===== src/rtl/ps2_rx_decoder.sv =====
// ps2_rx_decoder
//   PS/2 keyboard receiver and scancode decoder running entirely on reloj.
//   Raw clk/data are synchronised, clk is glitch-filtered, and 11-bit frames
//   (start, 8 data LSB first, odd parity, stop) are shifted in on filtered
//   clock falls. E0/F0 prefixes are folded into is_ext/is_break on the next
//   code byte unless RAW_MODE is set.
//
//   reloj      in   system clock (50 MHz)
//   reset      in   asynchronous active-low reset
//   clk, data  in   raw PS/2 lines, asynchronous to reloj
//   scancode   out  last decoded code byte
//   valid_out  out  high for VALID_HOLD cycles per decoded code
//   is_break   out  code was preceded by F0
//   is_ext     out  code was preceded by E0
//   parity_err out  one-cycle pulse on a frame with bad parity
//   frame_err  out  one-cycle pulse on bad stop bit or mid-frame timeout
//
//   state    | meaning
//   S_IDLE   | waiting for a start bit (sampled 0)
//   S_DATA   | shifting in 8 data bits, LSB first
//   S_PARITY | capturing the parity bit
//   S_STOP   | checking stop bit and parity, accepting the byte

module ps2_rx_decoder #(
    parameter int SYNC_STAGES = 2,
    parameter int FILT_LEN    = 8,
    parameter int TIMEOUT_CYC = 100000,
    parameter int VALID_HOLD  = 4,
    parameter int RAW_MODE    = 0
) (
    input  logic       reloj,
    input  logic       reset,
    input  logic       clk,
    input  logic       data,
    output logic [7:0] scancode,
    output logic       valid_out,
    output logic       is_break,
    output logic       is_ext,
    output logic       parity_err,
    output logic       frame_err
);

    localparam int FCW = $clog2(FILT_LEN + 1);
    localparam int TCW = $clog2(TIMEOUT_CYC + 1);
    localparam int HCW = $clog2(VALID_HOLD + 1);
    localparam logic [FCW-1:0] FILT_LAST = FCW'(FILT_LEN - 1);
    localparam logic [TCW-1:0] TO_LAST   = TCW'(TIMEOUT_CYC - 1);
    localparam logic [HCW-1:0] HOLD_LOAD = HCW'(VALID_HOLD);

    typedef enum logic [1:0] {S_IDLE, S_DATA, S_PARITY, S_STOP} state_t;

    state_t state_q, state_d;

    logic [SYNC_STAGES-1:0] clk_sync_q, clk_sync_d;
    logic [SYNC_STAGES-1:0] data_sync_q, data_sync_d;
    logic                   filt_q, filt_d;
    logic [FCW-1:0]         filt_cnt_q, filt_cnt_d;
    logic [TCW-1:0]         to_cnt_q, to_cnt_d;
    logic [7:0]             shift_q, shift_d;
    logic [2:0]             bit_cnt_q, bit_cnt_d;
    logic                   par_q, par_d;
    logic                   ext_pend_q, ext_pend_d;
    logic                   brk_pend_q, brk_pend_d;
    logic [7:0]             scancode_q, scancode_d;
    logic                   is_ext_q, is_ext_d;
    logic                   is_break_q, is_break_d;
    logic [HCW-1:0]         hold_cnt_q, hold_cnt_d;
    logic                   parity_err_q, parity_err_d;
    logic                   frame_err_q, frame_err_d;

    logic clk_s, data_s, fall_ev, timeout;
    logic stop_fall, parity_ok, accept, is_e0, is_prefix, emit;

    assign clk_s  = clk_sync_q[SYNC_STAGES-1];
    assign data_s = data_sync_q[SYNC_STAGES-1];

    // Synchroniser and clock filter: the filtered clock only follows the
    // synced clock after FILT_LEN consecutive differing samples.
    always_comb begin
        clk_sync_d  = {clk_sync_q[SYNC_STAGES-2:0], clk};
        data_sync_d = {data_sync_q[SYNC_STAGES-2:0], data};
        filt_d      = filt_q;
        filt_cnt_d  = '0;
        if (clk_s != filt_q) begin
            if (filt_cnt_q == FILT_LAST) filt_d = clk_s;
            else                         filt_cnt_d = filt_cnt_q + 1'b1;
        end
        fall_ev = filt_q & ~filt_d;
    end

    // Timeout counter; a fall event in the same cycle wins over expiry.
    always_comb begin
        timeout  = (state_q != S_IDLE) && !fall_ev && (to_cnt_q == TO_LAST);
        to_cnt_d = to_cnt_q + 1'b1;
        if (fall_ev || state_q == S_IDLE || timeout) to_cnt_d = '0;
    end

    // FSM: state register
    always_ff @(posedge reloj or negedge reset) begin
        if (!reset) state_q <= S_IDLE;
        else        state_q <= state_d;
    end

    // FSM: next state
    always_comb begin
        state_d = state_q;
        if (timeout) begin
            state_d = S_IDLE;
        end else if (fall_ev) begin
            case (state_q)
                S_IDLE:   if (!data_s) state_d = S_DATA;
                S_DATA:   if (bit_cnt_q == 3'd7) state_d = S_PARITY;
                S_PARITY: state_d = S_STOP;
                default:  state_d = S_IDLE;
            endcase
        end
    end

    // FSM: outputs (frame checks)
    always_comb begin
        stop_fall    = fall_ev && (state_q == S_STOP);
        parity_ok    = ^{par_q, shift_q};
        accept       = stop_fall && data_s && parity_ok;
        frame_err_d  = timeout || (stop_fall && !data_s);
        parity_err_d = stop_fall && data_s && !parity_ok;
    end

    // Shift register, bit counter and parity capture
    always_comb begin
        shift_d   = shift_q;
        bit_cnt_d = bit_cnt_q;
        par_d     = par_q;
        if (fall_ev) begin
            case (state_q)
                S_IDLE:   bit_cnt_d = '0;
                S_DATA: begin
                    shift_d   = {data_s, shift_q[7:1]};
                    bit_cnt_d = bit_cnt_q + 1'b1;
                end
                S_PARITY: par_d = data_s;
                default:  ;
            endcase
        end
    end

    // Prefix folding and output registers
    always_comb begin
        is_e0      = (shift_q == 8'hE0);
        is_prefix  = (RAW_MODE == 0) && (is_e0 || shift_q == 8'hF0);
        emit       = accept && !is_prefix;
        ext_pend_d = ext_pend_q;
        brk_pend_d = brk_pend_q;
        if (accept && is_prefix) begin
            if (is_e0) ext_pend_d = 1'b1;
            else       brk_pend_d = 1'b1;
        end
        if (emit) begin
            ext_pend_d = 1'b0;
            brk_pend_d = 1'b0;
        end
        scancode_d = emit ? shift_q    : scancode_q;
        is_ext_d   = emit ? ext_pend_q : is_ext_q;
        is_break_d = emit ? brk_pend_q : is_break_q;
        hold_cnt_d = (hold_cnt_q != '0) ? hold_cnt_q - 1'b1 : '0;
        if (emit) hold_cnt_d = HOLD_LOAD;
    end

    always_ff @(posedge reloj or negedge reset) begin
        if (!reset) begin
            clk_sync_q   <= '1;
            data_sync_q  <= '1;
            filt_q       <= 1'b1;
            filt_cnt_q   <= '0;
            to_cnt_q     <= '0;
            shift_q      <= '0;
            bit_cnt_q    <= '0;
            par_q        <= 1'b0;
            ext_pend_q   <= 1'b0;
            brk_pend_q   <= 1'b0;
            scancode_q   <= '0;
            is_ext_q     <= 1'b0;
            is_break_q   <= 1'b0;
            hold_cnt_q   <= '0;
            parity_err_q <= 1'b0;
            frame_err_q  <= 1'b0;
        end else begin
            clk_sync_q   <= clk_sync_d;
            data_sync_q  <= data_sync_d;
            filt_q       <= filt_d;
            filt_cnt_q   <= filt_cnt_d;
            to_cnt_q     <= to_cnt_d;
            shift_q      <= shift_d;
            bit_cnt_q    <= bit_cnt_d;
            par_q        <= par_d;
            ext_pend_q   <= ext_pend_d;
            brk_pend_q   <= brk_pend_d;
            scancode_q   <= scancode_d;
            is_ext_q     <= is_ext_d;
            is_break_q   <= is_break_d;
            hold_cnt_q   <= hold_cnt_d;
            parity_err_q <= parity_err_d;
            frame_err_q  <= frame_err_d;
        end
    end

    assign scancode   = scancode_q;
    assign valid_out  = (hold_cnt_q != '0);
    assign is_break   = is_break_q;
    assign is_ext     = is_ext_q;
    assign parity_err = parity_err_q;
    assign frame_err  = frame_err_q;

endmodule


===== config.mk =====
export PLATFORM = sky130hd
export DESIGN_NAME = ps2_rx_decoder
export DESIGN_NICKNAME = d
export VERILOG_FILES = /design/src/rtl/ps2_rx_decoder.sv
export SDC_FILE = /design/constraint.sdc
export NUM_CORES = 1
export LEC_CHECK = 0
export ABC_AREA = 1
export CAP_MARGIN = 40
export CORE_ASPECT_RATIO = 0.8
export CORE_MARGIN = 3
export CORE_UTILIZATION = 50
export CTS_CLUSTER_DIAMETER = 120
export DETAILED_ROUTE_END_ITERATION = 16
export PLACE_DENSITY_LB_ADDON = 0.3
export SLEW_MARGIN = 40
export SYNTH_ARGS = -nofsm -noshare
export SYNTH_HDL_FRONTEND = slang
export SYNTH_SLANG_ARGS = --single-unit

===== constraint.sdc =====
create_clock -name reloj -period 4.4 [get_ports reloj]
set_input_delay 1.1 -clock reloj [delete_from_list [all_inputs] [get_ports reloj]]
set_output_delay 1.1 -clock reloj [all_outputs]
set_load 0.02 [all_outputs]

# After elaboration in Yosys (flattened, before gate mapping)
# Cells that the tools add are included.
[totals]
in_bits = 4
elab_cells = 85
output_inout_bits = 13
ff_bits = 57
[op_classes]
bitwise = 2
reduce_logical = 31
n_eq_ne = 12
addsub = 4
n_mux = 19
[op_table]
columns = ["operator", "n"]
rows = [
  ["$add A17 B1 Y17 const B", 1],
  ["$eq A17 B17 Y1 const B", 1],
  ["$mux W17", 1],
  ["$eq A8 B8 Y1 const B", 2],
  ["$reduce_and A2 Y1", 5],
  ["$reduce_bool A2 Y1", 5],
  ["$logic_and A1 B1 Y1", 9],
  ["$reduce_xor A9 Y1", 1],
  ["$mux W1", 8],
  ["$mux W2", 4],
  ["$mux W4", 2],
  ["$mux W3", 2],
  ["$ne A3 B3 Y1 const B", 2],
  ["$pmux W2 S3", 1],
  ["$pmux W3 S2", 1],
  ["$add A4 B1 Y4 const B", 1],
  ["$eq A2 B2 Y1 const B", 2],
  ["$eq A4 B3 Y1 const B", 1],
  ["$logic_not A1 Y1", 4],
  ["$logic_or A1 B1 Y1", 4],
  ["$add A3 B1 Y3 const B", 1],
  ["$eq A3 B3 Y1 const B", 1],
  ["$reduce_and A3 Y1", 1],
  ["$reduce_bool A3 Y1", 1],
  ["7 further kinds", 7],
]

# Depth between registers and ports, before layout
# Gate-level depths: netlist of the first run.
[logic_depth]
ltp_word = 11
mapped_depth = 13
ltp_nobuf = 12

# Worst setup path before layout of the first run
# No wires, ideal clock.
[synth_path]
path_type = "register -> output"
startpoint = "reg hold_cnt_q[1]"
endpoint = "out valid_out"
arrival_time_ns = 0.737
path_buffers = 0
stages_incl_launch_ff = 4
setup_slack_ns = 2.563
required_time_ns = 3.300
path_cell_list = "dfrtp_1 > nor2_1 > ha_1 > inv_1"
[synth_between]
elab_chain_cells = 1
[synth_lines]
columns = ["item", "line_no", "rtl"]
rows = [
  ["start: declaration", "67", "logic [HCW-1:0] hold_cnt_q, hold_cnt_d;"],
  ["start signal: assignment", "200", "hold_cnt_q <= hold_cnt_d;"],
  ["$reduce_bool A3 Y1", "207", "assign valid_out = (hold_cnt_q != '0);"],
  ["end: declaration", "36", "output logic valid_out,"],
]
# Every way passes these cells.

# Final worst setup path of the first run
# Ends and elaborated chain as after synthesis.

==> results of run 1 <==
worst paths after layout:
path                       cells after the start             end           start
setup / recovery                               4       valid_out   hold_cnt_q[1]
hold / removal                                 0  data_sync_q[1]  data_sync_q[0]
setup reg to reg                              12     scancode[5]      shift_q[4]
hold reg to reg                                0  data_sync_q[1]  data_sync_q[0]
max in group asynchronous                      2     to_cnt_q[8]           reset
min in group asynchronous                      2    to_cnt_q[13]           reset
where the power goes:
group / switching, mW / internal (mW)
Clock: 0.198 / 0.232
Sequential: 0.0121 / 0.543
Combinational: 0.0340 / 0.0163
Total: 0.244 / 0.792
kinds of logic (layout without fill, tap and decap cells):
kind of cell    after synthesis  after routing  share of synthesized area
simple gates                181            181                      0.291
compound gates               26             26                     0.0482
flops                        57             57                      0.497
buf+inv                      55             82                     0.0790
xor+xnor                      5              5                     0.0152
fa+ha+maj                    16             16                     0.0694
per-layer routing:
metal  vias to the layer above  track usage  part of all wire
met3                         6       0.0757             0.045
li1                       1121            -                 -
met4                         0       0.0619             0.012
met2                        37        0.260              0.45
met1                       985        0.206              0.49
met5                         -            0                 0
registers in the layout, indices dropped and copies added (netlist names):
register     flops
frame_err        1
is_ext           1
filt_cnt_q       4
brk_pend_q       1
state_q          2
data_sync_q      2
shift_q          8
parity_err       1
ext_pend_q       1
hold_cnt_q       3
clk_sync_q       2
scancode         8
filt_q           1
is_break         1
to_cnt_q        17
par_q            1
bit_cnt_q        3
per-stage QoR:
| stage | instances | util |
|---|---|---|
| 2_1_floorplan | 340 | - |
| 3_3_place_gp | 429 | 0.561 |
| 3_5_place_dp | 429 | 0.561 |
| 4_1_cts | 445 | 0.592 |
| 5_1_grt | 445 | 0.592 |
| 6_report | 445 | 0.592 |
cell type report:
cell class / count / area (sq um)
inverter: 49 / 184
sequential: 57 / 1430
fill: 506 / 2250
clock buffer: 13 / 159
timing repair buffer: 17 / 163
multi-input combinational: 228 / 1220
tap: 78 / 97.6
clock inverter: 3 / 15.0
cell usage in the layout, fill, tap and decap left out, drive strengths merged, types with 13 or more instances in the layout:
cell           synthesis  routed
nand4                 15      15
nand2                 84      84
dfrtp                 52      52
nor2                  50      50
inv                   49      49
o21ai                 17      17
ha                    16      16
clkbuf                 1      13
nand3                 15      15
clkdlybuf4s50          0      15
==> impl_metrics.ini, run 1 <==
[run_status]
status = finished clean

[sta]
slew_viol_final = 0
max_freq_mhz = 370
worst_clock_skew_ns = 0.0117
finalSetupTns_ns = 0
fin_crit_sh = 0.615
setup_viol = 0
tightest_slew_ns = 0.757
worst_slack_ns = 1.69
hold_violations = 0
min_period_ns = 2.71
timing.slew.headroom = 0.494
holdWs_ns = 0.357
rsz0062_at_grt = no

[yosys]
synthTopCellsByArea = dfrtp_1 45%, nand2_1 11%, ha_1 6.9%
ys_seq_area_frac = 0.497
ys_types = 31
synth-seq-cells = 57
netlist_area_sq_um = 2880
synthArstFlopShare = 1.00
yosysMostFrequentCell = nand2_1
synth_commonest_cells = 82 x nand2_1, 52 x dfrtp_1, 47 x inv_1, 47 x nor2_1, 16 x ha_1
yosysTopAreaCell = dfrtp_1
synth_edf_count = 0
syn_inst = 340
syn_avg_cell_area_sq_um = 8.48
synth_top_cell_area_share = 0.451
synth_warnings = 0
syn_nets = 360
synth_flop_cell = dfrtp_1

[die]
rows = 24
die_w_um = 90.9
initial_core_util = 0.522
die_h_um = 73.9
die_area_sq_um = 6720
core_sq_um = 5530
ios = 17

[global_routing]
overflow = 0
antenna_found_initial = 0
grt_max_degree = 58
grt_pass1_wl_um = 8670
grt_pass1_vias = 1986
grt.total_usage = 0.167

[setup_path]
cp_data_arrival_time_ns = 1.61
crit_family = buffers and inverters
crit_chain = nor2_1, ha_1, inv_1, clkdlybuf4s50_1
cp_data_required_time_ns = 3.30
slowest_stage = clkdlybuf4s50_1
critical_path_class = register to output pin
critPathMaxFanout = 2
endpoint_kind = output pin
start_kind = register
critical-path-max-stage-delay_ns = 0.53
cp_num_buf_inv = 2
r2r_setup_slack_ns = 2.34

[detailed_routing]
routed_via_density = 4.83
first_iter_violations = 100
first_pass_iters = 4
drc = 0
antenna_left = 0
drt_wl_total_um = 5090
wl_per_cell_um = 11.4
vias = 2149

[power_and_ir_drop]
ir_drop_mv = 0.194
power_mw = 1.04
p_per_area_nw_per_um2 = 316
p_leak_nw = 1.62

[clock_network]
cts_tree = yes
cts_sinks = 57
clk_pin_slew_ns = 0.06
postCtsSetupBuffers = 0
clock_path_buffers = 2
postCtsHoldBufs = 0
htree_levels = 3
numCtsBuffers = 9
clockRootBuffer = clkbuf_8
worstSkewPairLatency_ns = 0.34
cts_resized = 0

[placement]
portBuffers = 16
place.detailed.hpwl_um = 3640
place_area_sq_um = 3100
place_congestion = 0.923
pre_cts_ws_ns = 2.05

[flow_run]
max-cap-violations = 0

[finish]
diodes = 0
nNetsFinal = 382
syn2layout_area_growth_pct = 13.5
final_area_sq_um = 3270
drive_gt1_frac = 0.0872

[worst_hold_path]
hp-class = register to register
Note: power is estimated with default switching activity, not from simulation.
==> run 2, diff against run 1 <==
- clock period: 4.4 -> 2.2 ns (I/O delays scaled with it)
==> impl_metrics.ini, run 2 (synthesis results as in run 1) <==
[run_status]
status = finished clean

[global_routing]
grt.total_usage = 0.171
antenna_found_initial = 0
overflow = 0
grt_max_degree = 58
grt_pass1_vias = 1995
grt_pass1_wl_um = 8950

[setup_path]
crit_cells = 1
endpoint_kind = output pin
crit_family = buffers and inverters
critical-path-max-stage-delay_ns = 0.62
critPathMaxFanout = 2
cp_num_buf_inv = 1
cp_data_arrival_time_ns = 1.31
slowest_stage = clkdlybuf4s50_1
reg2reg_depth = 13
start_kind = register
cp_data_required_time_ns = 1.65
critical_path_class = register to output pin
crit_chain = clkdlybuf4s50_1

[power_and_ir_drop]
p_leak_nw = 1.67
ir_drop_mv = 0.387
p_per_area_nw_per_um2 = 652

[sta]
max_freq_mhz = 537
rsz0062_at_grt = no
holdWs_ns = 0.206
timing.slew.headroom = 0.697
finalSetupTns_ns = 0
hold_violations = 0
tightest_slew_ns = 0.451
fin_crit_sh = 0.847
slew_viol_final = 0
min_period_ns = 1.86
worst_clock_skew_ns = 0.00861
setup_viol = 0

[die]
ios = 17
die_h_um = 73.9
die_w_um = 90.9
initial_core_util = 0.522
rows = 24
die_area_sq_um = 6720
core_sq_um = 5530

[clock_network]
worstSkewPairLatency_ns = 0.32
clock_path_buffers = 2
htree_levels = 3
clk_pin_slew_ns = 0.06
cts_resized = 0
postCtsSetupBuffers = 0
cts_tree = yes
numCtsBuffers = 9
cts_sinks = 57
clockRootBuffer = clkbuf_8
postCtsHoldBufs = 0

[finish]
drive_gt1_frac = 0.0949
diodes = 0
final_common_cell = nand2_1
nNetsFinal = 385
largest_register = to_cnt_q
final_area_sq_um = 3330
syn2layout_area_growth_pct = 15.6
layout_common_cells = 82 x nand2_1, 52 x dfrtp_1, 47 x inv_1, 47 x nor2_1, 16 x ha_1
largest_reg_flops = 17

[detailed_routing]
wl_per_cell_um = 11.6
vias = 2161
first_iter_violations = 90
antenna_left = 0
drc = 0
first_pass_iters = 4
drt_wl_total_um = 5170
routed_via_density = 4.83

[placement]
place_congestion = 0.862
place_area_sq_um = 3130
portBuffers = 16
place.detailed.hpwl_um = 3770

[flow_run]
max-cap-violations = 0

[worst_hold_path]
hp-class = input port to asynchronous set/reset pin
[run 2: changes by cell type in the layout (fill, tap and decap cells not counted)]
cell | before | now
dlymetal6s2s_1 | 0 | 1
clkinv_2 | 3 | 2
bufinv_16 | 0 | 1
buf_12 | 0 | 1
clkdlybuf4s50_1 | 15 | 14
clkbuf_1 | 2 | 1
buf_4 | 1 | 3
[run 2: per-layer routing]
metal,share of wire,global-route usage
met3,0.043,0.0553
met1,0.51,0.226
met5,0,0
met2,0.44,0.269
met4,0.0070,0.0602
[run 2: area by class of cell]
type / instances / area (sq um)
inverter: 49 / 184
multi-input combinational: 228 / 1220
timing repair buffer: 20 / 200
fill: 492 / 2190
sequential: 57 / 1430
clock inverter: 3 / 40.0
clock buffer: 12 / 155
tap: 78 / 97.6
[run 2: where the power goes]
| group | internal (mW) | total [mW] | switching [mW] | leakage [nW] |
|---|---|---|---|---|
| Clock | 0.575 | 0.955 | 0.380 | 0.102 |
| Sequential | 1.09 | 1.11 | 0.0248 | 0.777 |
| Combinational | 0.0359 | 0.105 | 0.0694 | 0.788 |
[run 2: final timing paths]
check	end	from	slack, ns
max	scancode[0]	scancode[0]	0.34
min	to_cnt_q[15]	reset	0.21
max reg2reg	brk_pend_q	shift_q[4]	0.38
min reg2reg	clk_sync_q[1]	clk_sync_q[0]	0.36
max in group asynchronous	data_sync_q[1]	reset	1.67
min in group reloj	clk_sync_q[1]	clk_sync_q[0]	0.36
[run 2: stage by stage]
step | std cells | total power [mW] | util | setup WS (ns)
after detailed placement | 432 | 1.24 | 0.567 | 0.402
after CTS | 447 | 2.21 | 0.603 | 0.0440
after global placement | 432 | 1.23 | 0.567 | 0.431
after floorplan | 340 | 1.19 | - | 0.602
after global routing | 447 | 2.27 | 0.603 | 0.175
final | 447 | 2.17 | 0.603 | 0.337
==> run 3, diff against run 2 <==
- clock period: 2.2 -> 1.8 ns (I/O delays scaled with it)
==> impl_metrics.ini, run 3 (synthesis results as in run 1) <==
[setup_path]
crit_end = is_break
r2r_setup_slack_ns = 0.11
crit_cells = 1
critPathMaxFanout = 2
critical_path_class = register to output pin
reg2reg_depth = 10
critPathLaunch = is_break
r2r_start = filt_q
cp_data_arrival_time_ns = 1.30
cp_num_buf_inv = 1
critical-path-max-stage-delay_ns = 0.61
endpoint_kind = output pin
slowest_stage = clkdlybuf4s50_1
r2r-end = brk_pend_q
crit_chain = clkdlybuf4s50_1
start_kind = register
cp_data_required_time_ns = 1.35
crit_family = buffers and inverters

[power_and_ir_drop]
p_sw_frac = 0.226
p_per_area_nw_per_um2 = 768
p_int_mw = 2.05
p_leak_nw = 1.71
switchingPower_mw = 0.597
power_mw = 2.65
seqPwrFrac = 0.514
pwr-share-clk = 0.436
combPwrFrac = 0.050
ir_drop_mv = 0.454

[detailed_routing]
first_iter_violations = 115
drt_wl_total_um = 5600
wl_per_cell_um = 12.2
first_pass_iters = 4
antenna_left = 0
routed_via_density = 4.96
drc = 0
vias = 2266

[clock_network]
htree_levels = 3
clock_path_buffers = 2
numCtsBuffers = 9
worstSkewPairLatency_ns = 0.34
cts_tree = yes
postCtsHoldBufs = 0
clockRootBuffer = clkbuf_8
cts_sinks = 57
clk_pin_slew_ns = 0.07

[sta]
max_freq_mhz = 572
min_period_ns = 1.75
timing.slew.headroom = 0.686
setup_viol = 0
holdWs_ns = 0.100
worst_clock_skew_ns = 0.0109
slew_viol_final = 0
finalSetupTns_ns = 0
worst_slack_ns = 0.0521
tightest_slew_ns = 0.470
fin_crit_sh = 0.971
hold_violations = 0

[global_routing]
grt_max_degree = 58
overflow = 0
grt_pass1_vias = 2077
grt.total_usage = 0.176
grt_pass1_wl_um = 9250
antenna_found_initial = 0

[die]
rows = 24
ios = 17
core_sq_um = 5530
die_h_um = 73.9
die_w_um = 90.9
initial_core_util = 0.522
die_area_sq_um = 6720

[finish]
final_common_cell = nand2_1
layout_common_cells = 81 x nand2_1, 52 x dfrtp_1, 47 x inv_1
largest_register = to_cnt_q
largest_reg_flops = 17
final_core_util = 0.624
diodes = 0
syn2layout_area_growth_pct = 19.5
drive_gt1_frac = 0.132
nNetsFinal = 394

[placement]
pre_cts_ws_ns = 0.0338
place_congestion = 0.844
place.detailed.hpwl_um = 3880
portBuffers = 16

[flow_run]
max-cap-violations = 0

[worst_hold_path]
hp-class = input port to asynchronous set/reset pin

[run_status]
status = finished clean
run 3: how the worst min path moves through the flow:
stage | from | endpoint | slack (ns) | cells past startpoint
after floorplan | reset | bit_cnt_q[0] | 0.15 | 0
after global placement | data_sync_q[0] | data_sync_q[1] | 0.35 | 0
after detailed placement | clk_sync_q[0] | clk_sync_q[1] | 0.35 | 0
after CTS | reset | to_cnt_q[16] | 0.11 | 2
after global routing | reset | to_cnt_q[15] | 0.13 | 2
final | reset | to_cnt_q[16] | 0.10 | 2
run 3: layer usage:
| metal | track usage | part of all wire | up-vias | wire length, um |
|---|---|---|---|---|
| li1 | - | - | 1147 | - |
| met4 | 0.0836 | 0.018 | 0 | 103 |
| met2 | 0.274 | 0.46 | 50 | 2600 |
| met5 | 0 | 0 | - | 0 |
| met3 | 0.0512 | 0.049 | 9 | 272 |
| met1 | 0.230 | 0.47 | 1060 | 2620 |
run 3: metrics by stage:
| step | std cells | cell area, sq um |
|---|---|---|
| global route | 457 | 3450 |
| floorplan | 340 | 2880 |
| global placement | 434 | 3150 |
| finish | 457 | 3450 |
| detailed placement | 434 | 3150 |
| CTS | 450 | 3340 |
run 3: timing repair:
action | in CTS | in global routing
setup endpoints to repair | 1 | 35
cloned | 0 | 1
pin swaps | 0 | 4
setup buffers | 0 | 6
gates resized for setup | 3 | 12
hold endpoints to repair | 0 | 0
run 3: worst register-to-register path, delay by kind of cell, from the launching register on:
family | cells | cell delay (ns)
buf+inv | 3 | 0.27
simple gates | 7 | 0.77
flops | 1 | 0.55
run 3: power groups by stage:
| stage | logic (mW) | clock network [mW] | registers, mW |
|---|---|---|---|
| finish | 0.133 | 1.15 | 1.36 |
| detailed placement | 0.131 | 0 | 1.38 |
| global route | 0.161 | 1.24 | 1.36 |
| global placement | 0.128 | 0 | 1.38 |
| CTS | 0.132 | 1.18 | 1.36 |
| floorplan | 0.0817 | 0 | 1.38 |
run 3: final cells by class:
class / instances / area [sq um]
Clock inverter: 3 / 40.0
Tap cell: 78 / 97.6
Clock buffer: 13 / 149
Inverter: 49 / 184
Timing Repair Buffer: 28 / 263
Sequential cell: 57 / 1430
Multi-Input combinational cell: 229 / 1280
Fill cell: 500 / 2080
